`config.mk`:
```
export PLATFORM = sky130hd
export DESIGN_NAME = hc_mmio_csr_bank
export DESIGN_NICKNAME = d
export VERILOG_FILES = /design/src/rtl/hc_mmio_csr_bank.sv
export SDC_FILE = /design/constraint.sdc
export NUM_CORES = 1
export LEC_CHECK = 0
export CORE_MARGIN = 3
export CORE_UTILIZATION = 52
export CTS_BUF_LIST = sky130_fd_sc_hd__clkbuf_2 sky130_fd_sc_hd__clkbuf_4 sky130_fd_sc_hd__clkbuf_8
export CTS_CLUSTER_DIAMETER = 200
export DETAILED_ROUTE_END_ITERATION = 7
export GPL_ROUTABILITY_DRIVEN = 0
export PLACE_DENSITY = 0.85
export SLEW_MARGIN = 20
export SYNTH_ARGS = -nofsm -noshare
export SYNTH_HDL_FRONTEND = slang
export SYNTH_SLANG_ARGS = --single-unit
```
`constraint.sdc`:
```
create_clock -name clk -period 20.1 [get_ports clk]
set_clock_uncertainty 0.15 [all_clocks]
set_input_delay 6.03 -clock clk [delete_from_list [all_inputs] [get_ports clk]]
set_output_delay 6.03 -clock clk [all_outputs]
set_load 0.005 [all_outputs]
```
`src/rtl/hc_mmio_csr_bank.sv`:
```
// HardCloud MMIO CSR bank: decodes CCI-P MMIO reads/writes into the DSM base, control FSM,
// NUM_BUFFERS buffer descriptors and a saturating run-cycle counter.

module hc_mmio_csr_desc (
    input  logic        clk,
    input  logic        reset,
    input  logic        clr_valid,
    input  logic        addr_we_lo,
    input  logic        addr_we_hi,
    input  logic        size_we,
    input  logic [31:0] wd_lo,
    input  logic [31:0] wd_hi,
    output logic [63:0] addr,
    output logic [31:0] size,
    output logic        valid
);
    always_ff @(posedge clk or posedge reset) begin
        if (reset) begin
            addr  <= '0;
            size  <= '0;
            valid <= 1'b0;
        end else begin
            if (addr_we_lo) addr[31:0]  <= wd_lo;
            if (addr_we_hi) addr[63:32] <= wd_hi;
            if (size_we)    size        <= wd_lo;
            if (clr_valid)    valid <= 1'b0;
            else if (size_we) valid <= 1'b1;
        end
    end
endmodule

module hc_mmio_csr_bank #(
    parameter int          NUM_BUFFERS = 2,
    parameter logic [15:0] BUF_BASE    = 16'h120,
    parameter logic [15:0] CTRL_ADDR   = 16'h118,
    parameter logic [15:0] DSM_ADDR    = 16'h110,
    parameter logic [15:0] CYC_ADDR    = 16'h108
) (
    input  logic                        clk,
    input  logic                        reset,
    input  logic                        mmio_wr_valid,
    input  logic                        mmio_rd_valid,
    input  logic [15:0]                 mmio_addr,
    input  logic [1:0]                  mmio_len,
    input  logic [8:0]                  mmio_tid,
    input  logic [63:0]                 mmio_wdata,
    output logic                        mmio_rsp_valid,
    output logic [8:0]                  mmio_rsp_tid,
    output logic [63:0]                 mmio_rsp_data,
    output logic [63:0]                 dsm_base,
    output logic [64*NUM_BUFFERS-1:0]   buf_addr,
    output logic [32*NUM_BUFFERS-1:0]   buf_size,
    output logic [NUM_BUFFERS-1:0]      buf_valid,
    output logic                        acc_rst,
    output logic                        acc_start,
    output logic                        acc_stop,
    input  logic                        acc_done
);
    localparam logic [1:0] S_RESET = 2'd0;
    localparam logic [1:0] S_IDLE  = 2'd1;
    localparam logic [1:0] S_RUN   = 2'd2;
    localparam logic [1:0] S_STOP  = 2'd3;

    // Decode on qword index; the dword LSB picks the 32b half.
    localparam logic [14:0] DSM_Q  = {2'b0, DSM_ADDR[15:3]};
    localparam logic [14:0] CTRL_Q = {2'b0, CTRL_ADDR[15:3]};
    localparam logic [14:0] CYC_Q  = {2'b0, CYC_ADDR[15:3]};
    localparam logic [14:0] BUF_Q  = {2'b0, BUF_BASE[15:3]};

    logic [1:0]  state, state_d;
    logic [63:0] cyc;
    logic        done_q, start_d, stop_d, cyc_clr, clr_valid;
    logic [14:0] q, buf_off;
    logic        odd, is8, wr_ok, wr_lo, wr_hi, unlocked, buf_hit, buf_is_size, ctrl_wr;
    logic [3:0]  buf_idx;
    logic [31:0] wd_lo, wd_hi, cv;
    logic [63:0] rd_reg, rd_data;

    assign q        = mmio_addr[15:1];
    assign odd      = mmio_addr[0];
    assign is8      = (mmio_len == 2'd1);
    assign wr_ok    = mmio_wr_valid && !mmio_len[1];
    assign wr_lo    = wr_ok && !odd;
    assign wr_hi    = wr_ok && (is8 ? !odd : odd);
    assign wd_lo    = mmio_wdata[31:0];
    assign wd_hi    = is8 ? mmio_wdata[63:32] : mmio_wdata[31:0];
    assign unlocked = (state != S_RUN);

    assign buf_off     = q - BUF_Q;
    assign buf_hit     = (q >= BUF_Q) && (buf_off < 15'(2*NUM_BUFFERS));
    assign buf_idx     = buf_off[4:1];
    assign buf_is_size = buf_off[0];

    assign ctrl_wr = wr_lo && (q == CTRL_Q);
    assign cv      = mmio_wdata[31:0];
    assign acc_rst = (state == S_RESET);

    always_comb begin
        state_d   = state;
        start_d   = 1'b0;
        stop_d    = 1'b0;
        cyc_clr   = 1'b0;
        clr_valid = 1'b0;
        if (ctrl_wr && cv == 32'd0) begin
            state_d   = S_RESET;
            cyc_clr   = 1'b1;
            clr_valid = 1'b1;
        end else if (ctrl_wr && cv == 32'd1 && state == S_RESET) begin
            state_d = S_IDLE;
        end else if (ctrl_wr && cv == 32'd3 && (state == S_IDLE || state == S_STOP)) begin
            state_d = S_RUN;
            start_d = 1'b1;
            cyc_clr = 1'b1;
        end else if (state == S_RUN && ((ctrl_wr && cv == 32'd7) || (acc_done && !done_q))) begin
            state_d = S_STOP;
            stop_d  = 1'b1;
        end
    end

    always_ff @(posedge clk or posedge reset) begin
        if (reset) begin
            state     <= S_RESET;
            done_q    <= 1'b0;
            acc_start <= 1'b0;
            acc_stop  <= 1'b0;
            cyc       <= '0;
            dsm_base  <= '0;
        end else begin
            state     <= state_d;
            done_q    <= acc_done;
            acc_start <= start_d;
            acc_stop  <= stop_d;
            if (cyc_clr)                       cyc <= '0;
            else if (state == S_RUN && ~&cyc)  cyc <= cyc + 64'd1;
            if (unlocked && wr_lo && q == DSM_Q) dsm_base[31:0]  <= wd_lo;
            if (unlocked && wr_hi && q == DSM_Q) dsm_base[63:32] <= wd_hi;
        end
    end

    for (genvar i = 0; i < NUM_BUFFERS; i++) begin : g_desc
        logic sel;
        assign sel = unlocked && buf_hit && (buf_idx == 4'(i));
        hc_mmio_csr_desc u_desc (
            .clk        (clk),
            .reset      (reset),
            .clr_valid  (clr_valid),
            .addr_we_lo (sel && !buf_is_size && wr_lo),
            .addr_we_hi (sel && !buf_is_size && wr_hi),
            .size_we    (sel && buf_is_size && wr_lo),
            .wd_lo      (wd_lo),
            .wd_hi      (wd_hi),
            .addr       (buf_addr[64*i +: 64]),
            .size       (buf_size[32*i +: 32]),
            .valid      (buf_valid[i])
        );
    end

    // Read mux sees pre-write register values, so a same-cycle write does not leak into the response.
    always_comb begin
        rd_reg = '0;
        if (q == DSM_Q)       rd_reg = dsm_base;
        else if (q == CTRL_Q) rd_reg = {61'b0, state, acc_done};
        else if (q == CYC_Q)  rd_reg = cyc;
        else if (buf_hit) begin
            for (int i = 0; i < NUM_BUFFERS; i++)
                if (buf_idx == 4'(i))
                    rd_reg = buf_is_size ? {32'b0, buf_size[32*i +: 32]} : buf_addr[64*i +: 64];
        end
        case (mmio_len)
            2'd0:    rd_data = odd ? {32'b0, rd_reg[63:32]} : {32'b0, rd_reg[31:0]};
            2'd1:    rd_data = odd ? 64'd0 : rd_reg;
            default: rd_data = 64'd0;
        endcase
    end

    always_ff @(posedge clk or posedge reset) begin
        if (reset) begin
            mmio_rsp_valid <= 1'b0;
            mmio_rsp_tid   <= '0;
            mmio_rsp_data  <= '0;
        end else begin
            mmio_rsp_valid <= mmio_rd_valid;
            mmio_rsp_tid   <= mmio_rd_valid ? mmio_tid : 9'd0;
            mmio_rsp_data  <= mmio_rd_valid ? rd_data : 64'd0;
        end
    end
endmodule

```
After elaboration in Yosys (flattened, before gate mapping)
Cells that the tools add are included.
Widths: inputs -> output; s select.
{"block": "totals", "ff_bits": 401, "mem_count": 0, "out_inout_bits": 335, "mem_bits_ro": 0, "word_cells": 115, "ramBits": 0, "input_bits": 96, "latch_bits": 0}
{"block": "op_classes", "shift": 0, "div_mod_pow": 0, "order_cmp": 2, "reduce_logical": 47, "bitwise_logic": 0, "n_mux": 34, "eq_ne": 12, "multipliers": 0, "n_addsub": 2}
{"operator": "$mux 64", "count": 12}
{"operator": "$pmux 64 s2", "count": 1}
{"operator": "$add 64x1->64 const B", "count": 1}
{"operator": "$mux 32", "count": 2}
{"operator": "$reduce_and 64->1", "count": 1}
{"operator": "$eq 15x6->1 const B", "count": 3}
{"operator": "$eq 32x1->1 const B", "count": 1}
{"operator": "$eq 32x2->1 const B", "count": 1}
{"operator": "$eq 32x3->1 const B", "count": 1}
{"operator": "$logic_not 32->1", "count": 1}
{"operator": "$logic_and 1x1->1", "count": 31}
{"operator": "$ge 15x6->1 const B", "count": 1}
{"operator": "$lt 15x3->1 const B", "count": 1}
{"operator": "$sub 15x6->15 const B", "count": 1}
{"operator": "$mux 1", "count": 14}
{"operator": "$mux 9", "count": 1}
{"operator": "$mux 2", "count": 4}
{"operator": "$reduce_bool 2->1", "count": 3}
{"operator": "$logic_not 1->1", "count": 5}
{"operator": "$eq 2x1->1 const B", "count": 2}
{"operator": "$eq 2x2->1 const B", "count": 2}
{"operator": "$eq 4x1->1 const B", "count": 1}
{"operator": "$logic_not 2->1", "count": 2}
{"operator": "$logic_not 4->1", "count": 1}
{"operator": "other kinds (3)", "count": 4}

Logic depth before layout (Yosys ltp)
{"block": "depth", "depth_word": 11, "depth_mapped": 12, "depth_no_buf": 8}

Modules after synthesis
A second synthesis with hierarchy kept.
{"block": "hier_totals", "hier_cells": 1534, "area_unflattened_um2": 19769.0}
{"module": "hc_mmio_csr_bank", "cells_each": 1120, "seq_area_each_um2": 5180.0, "area_per_inst_um2": 11628.7, "n_inst": 1}
{"module": "hc_mmio_csr_desc", "cells_each": 207, "seq_area_each_um2": 2427.3, "area_per_inst_um2": 4070.2, "n_inst": 2}

Worst setup path after synthesis
Ideal clock, no wire load.
{"block": "synth_timing", "kind": "input to register", "from": "input port mmio_addr[3]", "to": "register g_desc[0].u_desc.size[18]", "setup_time_ns": 0.125, "required_ns": 19.825, "path_slack_ns": 11.767, "path_buffers": 2, "arrival_time_ns": 8.058, "cell_stages": 9, "cell_sequence": "inv_1 ha_1 nand2b_1 and3_1 or4_4 buf_6 nor4_4 buf_6 mux2_2"}
{"block": "synth_via", "elab_chain_cells": 7, "elab_cells_between_ends": 9, "cone_classes": "add/sub: 1; order compare: 2; reduce/logical: 6"}
{"element": "from (decl)", "line_no": "43", "rtl": "input logic [15:0] mmio_addr,"}
{"element": "$sub 15x6->15", "line_no": "89", "rtl": "assign buf_off = q - BUF_Q;"}
{"element": "$lt 15x3->1", "line_no": "90", "rtl": "assign buf_hit = (q >= BUF_Q) && (buf_off < 15'(2*NUM_BUFFERS));"}
{"element": "$logic_and 1x1->1", "line_no": "90"}
{"element": "$logic_and 1x1->1", "line_no": "142", "rtl": "assign sel = unlocked && buf_hit && (buf_idx == 4'(i));"}
{"element": "$logic_and 1x1->1 *", "line_no": "142"}
{"element": "$logic_and 1x1->1 * (2 in series)", "line_no": "149", "rtl": ".size_we (sel && buf_is_size && wr_lo),"}
{"element": "to (signal assigned)", "line_no": "25", "rtl": "if (size_we) size <= wd_lo;"}
{"element": "to (decl)", "line_no": "14", "rtl": "output logic [31:0] size,"}
Mark *: on every way between the ends. The rest lies on a longest branch, timed or not.
A chain may end at the register's enable or synchronous reset.

Final worst setup path
{"block": "layout_timing", "from": "input port mmio_addr[3]", "to": "register mmio_rsp_data[5]"}
{"block": "layout_via", "elab_chain_cells": 11, "elab_cells_between_ends": 19, "cone_classes": "add/sub: 1; order compare: 2; eq/ne: 4; mux: 10; reduce/logical: 2"}
{"element": "branches (longest 7 deep; another with $sub 15x6->15)"}
{"element": "$mux 64 *", "line_no": "161", "rtl": "if (q == DSM_Q) rd_reg = dsm_base;"}
{"element": "$mux 64 or $mux 32 (tied branches)", "line_no": "171, 170"}
{"element": "$pmux 64 s2 *", "line_no": "169", "rtl": "case (mmio_len)"}
{"element": "$mux 64 *", "line_no": "184", "rtl": "mmio_rsp_data <= mmio_rd_valid ? rd_data : 64'd0;"}
{"element": "to (signal assigned)", "line_no": "184"}
{"element": "to (decl)", "line_no": "49", "rtl": "output logic [63:0] mmio_rsp_data,"}
Mark *: on every way between the ends.

==> flow_summary.json <==
{
  "stdcell_area_um2": 25130,
  "required_ps": 20400,
  "r2r_end": "cyc[41]",
  "whs_ps": 360.6,
  "synth.largest_area_cell": "dfrtp_1",
  "io_pins": 431,
  "finalMaxSlewViolations": 0,
  "core_area_um2": 35910,
  "max_freq_mhz": 110.0,
  "cts_buffers": 68,
  "overflow": 0,
  "swShare_pct": 23.29,
  "synthTopCellsByArea": "dfrtp_1 (53%), mux2_2 (11%), mux4_2 (3.8%)",
  "syn_area_per_cell_um2": 11.56,
  "finalSetupViolations": 0,
  "dp_hpwl_um": 48850,
  "antenna_found_initial": 5,
  "postPlaceCellArea_um2": 23580,
  "drive_gt1_share_pct": 19.40,
  "yosys.area.top_type_share_pct": 52.58,
  "die-area_um2": 39040,
  "violations": "design-rule violations",
  "critPathMaxFanout": 53,
  "crit_type": "input port to flip-flop",
  "vias": 16650,
  "die_w_um": 197.6,
  "r2r_slack_ps": 16920,
  "syn-num-nets": 1750,
  "end_kind": "flip-flop",
  "grt_usage_pct": 34.78,
  "pwr-share-clk_pct": 47.2,
  "status": "finished, violations left",
  "synth_cells": 1651,
  "synth_ff_type": "dfrtp_1",
  "hold_start": "g_desc[1].u_desc.addr[46]",
  "min_period_ps": 9092,
  "ys_async_sr_fraction_pct": 100.0,
  "routed_wl_um": 69040,
  "grt_max_degree": 132,
  "pwr_density_cell_nw_per_um2": 68.34,
  "nets": 2149,
  "synth_warnings": 0,
  "area_delta_synth_final_pct": 31.65,
  "rsz0062_at_grt": "false",
  "detail_route.wl_per_cell_um": 26.92,
  "hold_viol": 0,
  "p_comb_share_pct": 5.6,
  "min_to": "g_desc[1].u_desc.addr[46]",
  "min_path_type": "flip-flop to flip-flop",
  "clock_sinks": 401,
  "rr_worst_depth": 6,
  "drtAntennaViolNets": 0,
  "cts_tree": "built",
  "fin_crit_sh_pct": 45.23,
  "clock-root-buffer": "clkbuf_8",
  "grt_pass1_wl_um": 103100,
  "vdd_drop_max_mv": 0.05015,
  "worst_pin_slew_ps": 1142,
  "internal_power_w": 0.001317,
  "portBuffers": 430,
  "hold_buffers": 0,
  "cap_viol_max_count": 0,
  "ys_seq_area_share_pct": 52.58,
  "p_sw_w": 0.0004000,
  "grt_pass1_vias": 16480,
  "cts_buffer_depth": 3,
  "vias_per_cell": 6.490,
  "die_h_um": 197.6,
  "crit_arrival_ps": 9390,
  "clkSlewWorstSetupHoldPaths_ps": 70,
  "cts_setup_buffers": 0,
  "slew_headroom_pct": 23.90,
  "first_iter_violations": 2076,
  "drt_pass1_iterations": 8,
  "clock_latency_ps": 620,
  "h-tree-depth": 3,
  "row_count": 69,
  "synth.distinct_cells": 69,
  "initial_utilization_pct": 53.14,
  "post_cts_resized": 0,
  "drc": 1,
  "tns_ps": 0,
  "start_kind": "input port",
  "min_path_cells": 2,
  "power_leakage_nw": 10.50,
  "synth_seq_cells": 401,
  "netlist_area_um2": 19090,
  "reg2reg_from": "cyc[4]",
  "seqPwrFrac_pct": 47.2,
  "synth-edff-count": 0
}
[cell type report]
class / count / area, um2
clock inverter: 17 / 187.7
antenna: 6 / 15.01
clock buffer: 101 / 1328
tap: 461 / 576.8
sequential: 401 / 10030
timing repair buffer: 453 / 4489
multi-input combinational: 1118 / 8458
inverter: 8 / 37.54
fill: 2557 / 10790
[sequential cells by signal, indices dropped and copies added, names as in the netlist]
signal               flops
mmio_rsp_data           64
mmio_rsp_valid           1
dsm_base                64
g_desc.u_desc.addr     128
g_desc.u_desc.size      64
acc_stop                 1
done_q                   1
mmio_rsp_tid             9
cyc                     64
g_desc.u_desc.valid      2
acc_start                1
state                    2
[power by group through the flow]
stage / Combinational [W] / Sequential (W) / Clock (W)
CTS: 0.0000942 / 0.000810 / 0.000818
global route: 0.000101 / 0.000810 / 0.000853
floorplan: 0.0000424 / 0.000825 / 0
finish: 0.0000960 / 0.000810 / 0.000811
global placement: 0.0000915 / 0.000825 / 0
detailed placement: 0.0000938 / 0.000825 / 0
[synth_stat cells (all sizes together), types with 2 or more instances]
cell type / instances
nor3b: 2
o31ai: 9
a222oi: 4
ha: 3
nand4: 27
nor3: 28
xnor2: 23
clkinv: 2
mux4: 32
or3: 28
mux2i: 40
dfrtp: 401
nor4: 19
and3: 19
o221a: 2
a22o: 11
and2: 19
o221ai: 11
a32o: 2
o211ai: 6
nor2: 59
nand2b: 7
nor4b: 4
a211oi: 25
a221oi: 23
and4: 12
a221o: 25
a22oi: 25
a21oi: 90
buf: 49
mux2: 186
a2111oi: 5
or4: 10
xor2: 6
o21ai: 129
inv: 6
clkbuf: 75
nor2b: 6
nand2: 153
nand3: 61
[worst max-delay path, stage by stage]
cell             delay [ps]
clkdlybuf4s50_1         430
inv_1                   110
ha_1                    150
nor3b_1                 400
and4_1                  430
and3_2                 1000
nor3_4                  280
buf_16                  260
a21oi_1                 200
a211oi_1                 90
[placed cells by master, fill, tap and decap left out, drive strengths merged, types with 7 or more instances in the layout]
master         Yosys  routed
a211oi            25      25
a21oi             90      90
a221o             25      25
a221oi            23      23
a22o              11      11
a22oi             25      25
and2              19      19
and3              19      19
and4              12      12
buf               49      25
clkbuf            75     101
clkdlybuf4s50      0     428
clkinv             2      14
dfrtp            401     401
mux2             186     186
mux2i             40      40
mux4              32      32
nand2            153     153
nand2b             7       7
nand3             61      61
nand4             27      27
nor2              59      59
nor3              28      28
nor4              19      19
o21ai            129     129
o221ai            11      11
o31ai              9       9
or3               28      28
or4               10      10
xnor2             23      23
[routing by layer]
metal  part of all wire [%]  global-route usage (%)
met1                     37                   46.68
met2                     45                   52.24
met3                     13                   11.73
met4                    5.0                   14.71
met5                      0                       0
[logic make-up (layout without fill, tap and decap cells)]
group,Yosys count,after routing,synth area share (%)
simple gates,457,457,12.67
flops,401,401,52.58
compound gates,371,371,12.99
mux,258,258,16.85
buf+inv,132,579,3.396
xor+xnor,29,29,1.331
fa+ha+maj,3,3,0.1967
other cells,0,6,0
[metrics by stage]
step                      cells  total power (W)  utilization, %  setup WS, ps
after detailed placement   2441        0.0009185           65.66         10560
after CTS                  2559         0.001722           69.88         11190
after global routing       2564         0.001765           69.96         10950
final                      2565         0.001717           69.96         11010
after global placement     2440        0.0009163           65.58         10500
after floorplan            1651        0.0008678               -          2767
[worst max path at each step]
stage / start / endpoint / slack (ps) / cells past startpoint
final: mmio_addr[3] / mmio_rsp_data[5] / 11010 / 10
after detailed placement: mmio_addr[3] / g_desc[0].u_desc.addr[22] / 10560 / 10
after global routing: mmio_addr[3] / mmio_rsp_data[18] / 10950 / 10
after CTS: mmio_addr[3] / g_desc[0].u_desc.addr[11] / 11190 / 10
after global placement: mmio_addr[3] / mmio_rsp_data[31] / 10500 / 9
after floorplan: reset / acc_start / 2770 / 1
Power figures use the tool's default switching activity.
